`src/rtl/pipe_stage_skid.sv`:
```
// Pipeline-stage register with valid/ready handshake, synchronous flush and an
// optional 2-entry skid buffer; the head entry drives out_data straight from a flop.
module pipe_stage_skid #(
  parameter int               WIDTH      = 32,
  parameter int               SKID       = 1,
  parameter logic [WIDTH-1:0] RESET_DATA = '0
) (
  input  logic             clk,
  input  logic             reset_n,
  input  logic             flush,
  input  logic             in_valid,
  output logic             in_ready,
  input  logic [WIDTH-1:0] in_data,
  output logic             out_valid,
  input  logic             out_ready,
  output logic [WIDTH-1:0] out_data,
  output logic [1:0]       count
);

  typedef enum logic [1:0] {
    EMPTY = 2'd0,
    FULL1 = 2'd1,
    FULL2 = 2'd2
  } state_t;

  state_t           state_q, state_d;
  logic [WIDTH-1:0] head_q, head_d;
  logic [WIDTH-1:0] skid_q, skid_d;
  logic             out_valid_q, out_valid_d;
  logic             in_ready_q, in_ready_d;
  logic             push, pop;

  // Without the skid entry, a full head can only accept when it is popped in the same cycle.
  assign in_ready = (SKID != 0) ? in_ready_q : (!out_valid_q || out_ready);
  assign push     = in_valid && in_ready;
  assign pop      = out_valid_q && out_ready;

  always_comb begin
    state_d = state_q;
    head_d  = head_q;
    skid_d  = skid_q;
    if (flush) begin
      state_d = EMPTY;
    end else begin
      case (state_q)
        EMPTY: begin
          if (push) begin
            state_d = FULL1;
            head_d  = in_data;
          end
        end
        FULL1: begin
          if (push && pop) begin
            head_d = in_data;
          end else if (push) begin
            state_d = FULL2;
            skid_d  = in_data;
          end else if (pop) begin
            state_d = EMPTY;
          end
        end
        FULL2: begin
          if (pop) begin
            state_d = FULL1;
            head_d  = skid_q;
          end
        end
        default: state_d = EMPTY;
      endcase
    end
    // Handshake outputs are registered from the next state, so in_ready never sees out_ready.
    out_valid_d = (state_d != EMPTY);
    in_ready_d  = (state_d != FULL2);
  end

  always_ff @(posedge clk or negedge reset_n) begin
    if (!reset_n) begin
      state_q     <= EMPTY;
      head_q      <= RESET_DATA;
      skid_q      <= RESET_DATA;
      out_valid_q <= 1'b0;
      in_ready_q  <= 1'b1;
    end else begin
      state_q     <= state_d;
      head_q      <= head_d;
      skid_q      <= skid_d;
      out_valid_q <= out_valid_d;
      in_ready_q  <= in_ready_d;
    end
  end

  assign out_valid = out_valid_q;
  assign out_data  = head_q;
  assign count     = state_q;

endmodule

```
`config.mk`:
```
export PLATFORM = sky130hd
export DESIGN_NAME = pipe_stage_skid
export DESIGN_NICKNAME = d
export VERILOG_FILES = /design/src/rtl/pipe_stage_skid.sv
export SDC_FILE = /design/constraint.sdc
export NUM_CORES = 1
export LEC_CHECK = 0
export ABC_AREA = 1
export CAP_MARGIN = 15
export CORE_MARGIN = 8
export CORE_UTILIZATION = 54
export CTS_CLUSTER_DIAMETER = 100
export DETAILED_ROUTE_END_ITERATION = 10
export GPL_TIMING_DRIVEN = 0
export HOLD_SLACK_MARGIN = 0.06
export PLACE_DENSITY = 0.84
export SLEW_MARGIN = 20
export SYNTH_ARGS = -nofsm -noshare
export SYNTH_HDL_FRONTEND = slang
export SYNTH_SLANG_ARGS = --single-unit
```
`constraint.sdc`:
```
create_clock -name clk -period 2.4 [get_ports clk]
set_input_delay 0.6 -clock clk [delete_from_list [all_inputs] [get_ports clk]]
set_output_delay 0.6 -clock clk [all_outputs]
set_load 0.01 [all_outputs]
```
* Word-level counts from Yosys, hierarchy flattened *
Cells that the tools add are included.

word-level totals
  word-level logic and storage cells = 32
  output and inout bits = 36
  input bits = 37
  bits in registers = 68

cells by class
  bitwise operators = 2
  reduce and logical (&&, ||, !) cells = 8
  equality and inequality tests = 6
  mux-type cells = 11

operators with widths
  operator              count
  $mux W32              3
  $pmux W32 S3          1
  $mux W2               6
  $ne A2 B2 Y1 const B  4
  $pmux W2 S3           1
  $reduce_and A5 Y1     1
  $reduce_and A4 Y1     1
  $logic_and A1 B1 Y1   3
  $reduce_bool A3 Y1    1
  $eq A2 B1 Y1 const B  1
  $eq A2 B2 Y1 const B  1
  $logic_not A2 Y1      1
  $not A1 Y1            2
  $reduce_bool A2 Y1    1

* Logic depth before layout (Yosys ltp) *
  depth after elaboration = 7
  depth in mapped cells = 9
  gate-level depth less buffers = 7

* Least setup slack after synthesis *
No wires, ideal clock.

  kind = input -> register
  from = input out_ready
  to = register head_q[0] (netlist: out_data[0])
  data arrival time = 1,387 ps
  buffers on the path = 1
  stages on the path = 7
  library setup time = 65 ps
  required time = 2,335 ps
  setup slack = 948 ps
  path through = nand2_1 nor2_1 nor2_4 inv_1 buf_2 nand3_1 nand2_1

between the ends
  longest elaborated chain between the ends = 4
  elaborated cells on any way between the ends = 5
  those cells by class = eq/ne (2); reduce/logical (3)

RTL lines
  what                                  RTL line  source
  from (decl)                           15        input logic out_ready,
  $logic_and A1 B1 Y1 *                 36        assign pop = out_valid_q && out_ready;
  $logic_and A1 B1 Y1                   53        if (push && pop) begin
  $ne A2 B2 Y1 (no source line)         n/a
  $reduce_and A5 Y1 (no source line) *  n/a
  to (signal assigned)                  79        head_q <= RESET_DATA;
  to (signal assigned)                  85        head_q <= head_d;
  to (decl)                             27        logic [WIDTH-1:0] head_q, head_d;

Every way passes the cells marked *; elsewhere a longest branch is shown, timed or not.
A chain may end at the register's enable or synchronous reset.

* Worst setup path after layout *
  from = register state_q[0] (netlist: count[0])
  to = output count[0]

RTL lines
  what                    RTL line  source
  from (decl)             26        state_t state_q, state_d;
  from (signal assigned)  84        state_q <= state_d;
  to (decl)               17        output logic [1:0] count

No word-level cell between the ends.

==> impl_metrics.json <==
{
  "ys_seq_area_share_pct": 51.1,
  "fp.dieW_microns": 94.6,
  "clock_skew_ps": 8.22,
  "rsz0062_at_grt": "no",
  "diodes": 0,
  "clk_latency_ps": 340,
  "drive_gt1_share_pct": 8.95,
  "cp_max_fo": 8,
  "start_util_pct": 56.0,
  "fin_total_pwr_mw": 4.52,
  "clk_pin_slew_ps": 70,
  "critPathCaptureType": "primary output",
  "cts_tree": "done",
  "htreeDepth": 3,
  "ys_ff_latch": 68,
  "die_h_microns": 94.6,
  "yosysWarnings": 0,
  "grt_max_degree": 46,
  "netlist-cell-type-count": 18,
  "die-area_sq_mm": 0.00894,
  "power_density_mw_per_mm2": 1040,
  "viasPerCell": 5.20,
  "core_area_sq_mm": 0.00596,
  "boundaryPins": 73,
  "ant_nets": 0,
  "area_delta_synth_final_pct": 30.9,
  "crit_family": "buffers and inverters",
  "synth_area_leaders": "dfrtp_1 (50%), nand2_1 (9.3%), inv_1 (8.0%)",
  "routedWlPerCell_microns": 14.8,
  "syn_inst": 416,
  "grt.total_usage_pct": 19.8,
  "critPathBufInv": 1,
  "io_buffers": 72,
  "routabilityCongestion": 0.760,
  "rr_endpoint": "out_data[18]",
  "yosysTopAreaCellShare_pct": 50.3,
  "final-setup-viol-count": 0,
  "drtIter0Drc": 146,
  "grt_first_pass_wirelength_mm": 14.0,
  "routed_wl_mm": 8.54,
  "cts_hold_buf": 0,
  "max-cap-violations": 0,
  "total_leakage_power_nw": 2.26,
  "synth_top_cell_by_area": "dfrtp_1",
  "final_common_cell": "nand2_1",
  "r2r-start": "count[0]",
  "drv_slew": 0,
  "ir_drop_uv": 616,
  "cts_buffer_depth": 2,
  "nNetsFinal": 537,
  "critPathRequiredTime_ps": 1800,
  "status": "completed",
  "syn-num-nets": 453,
  "worstPathArrival_ps": 1470,
  "grt_remaining_overflow": 0,
  "num_rows": 28,
  "design_area_sq_mm": 0.00436,
  "max_stage_delay_ps": 610,
  "r2r_slack_ps": 680,
  "fin_crit_sh_pct": 86.2,
  "start_kind": "flop",
  "maxSlewHeadroom_pct": 71.3,
  "num_vias": 3007,
  "critPathSlowestCell": "clkdlybuf4s50_1",
  "drcViolationCount": 0,
  "cts_root_buf": "clkbuf_8",
  "grt_pass1_vias": 3037,
  "cts_made_buffers": 9,
  "dpl.hpwl_mm": 6.01,
  "path_class": "reg -> out",
  "period_needed_ps": 2070,
  "postCtsSetupBuffers": 0,
  "cts.sinks": 68,
  "syn_area_sq_mm": 0.00333,
  "path_cells": "clkdlybuf4s50_1",
  "hold_violations": 0,
  "ff2ff_path_depth": 5,
  "antenna_found_initial": 0,
  "dr.pass1.iters": 5,
  "tightest_slew_ps": 431,
  "avgSynthCellArea_sq_um": 8.01,
  "post_cts_resized": 0,
  "place_area_sq_mm": 0.00417,
  "fmax_mhz": 483,
  "final_cell_mix": "nand2_1 (83), inv_1 (71), clkdlybuf4s50_1 (71), dfrtp_1 (67), nand3_1 (35)",
  "holdCritPathClass": "in -> async",
  "worstSetupPathDepth": 1
}
-- per-stage QoR --
step	utilization (%)	setup slack [ps]	setup TNS, ps	hold slack [ps]	instances
final	73.3	331	0	160	578
after global routing	73.3	279	0	165	578
after CTS	73.3	311	0	163	578
after detailed placement	70.1	210	0	482	564
after global placement	69.6	-1500	-101180	474	563
after floorplan	-	948	0	304	416
-- final cells by class --
class | instances | area (sq um)
Clock buffer | 12 | 155
Sequential cell | 68 | 1700
Fill cell | 469 | 1590
Clock inverter | 2 | 35.0
Buffer | 25 | 129
Inverter | 72 | 270
Timing Repair Buffer | 73 | 746
Multi-Input combinational cell | 251 | 1230
Tap cell | 75 | 93.8
-- sequential cells by signal, summed over array words and instances (netlist names) --
name and count:
out_data 32, skid_q 32, count 2, in_ready 1
out_valid 1
-- routing by layer --
layer | GRT usage, % | wire length, microns | vias to the layer above | part of all wire [%]
met5 | 0 | 0 | - | 0
li1 | - | - | 1465 | -
met1 | 24.1 | 3710 | 1444 | 43
met2 | 32.3 | 4200 | 80 | 49
met3 | 4.52 | 397 | 18 | 4.6
met4 | 9.62 | 233 | 0 | 2.7
-- power by group --
group	total [mW]	switching, mW	internal (mW)
sequential	1.88	0.227	1.65
combinational	1.71	0.854	0.857
clock	0.938	0.413	0.524
-- cells in the mapped netlist --
master	count
nor2_1	28
buf_4	3
nand3_1	35
nand2_2	1
inv_2	1
nor2_2	1
clkbuf_1	3
inv_1	71
o21bai_1	32
o21ai_1	7
dfrtp_1	67
nand3_4	1
nor2_4	3
nand2_1	83
a21oi_1	26
dfstp_2	1
buf_2	19
o21ai_0	34
-- cell families (layout without fill, tap and decap cells) --
logic type	count (synthesis)	in the layout	share of synthesized area, %
simple gates	152	152	19.7
buf+inv	97	184	12.0
flops	68	68	51.1
compound gates	99	99	17.3
-- how the worst max path moves through the flow --
stage | startpoint | to | slack (ps)
after floorplan | out_ready | out_data[0] | 950
after global placement | reset_n | out_data[10] | -1500
after detailed placement | out_ready | out_data[1] | 210
after CTS | count[0] | count[0] | 310
after global routing | count[0] | count[0] | 280
final | count[0] | count[0] | 330
No activity file was read; power rests on OpenSTA's default activity.
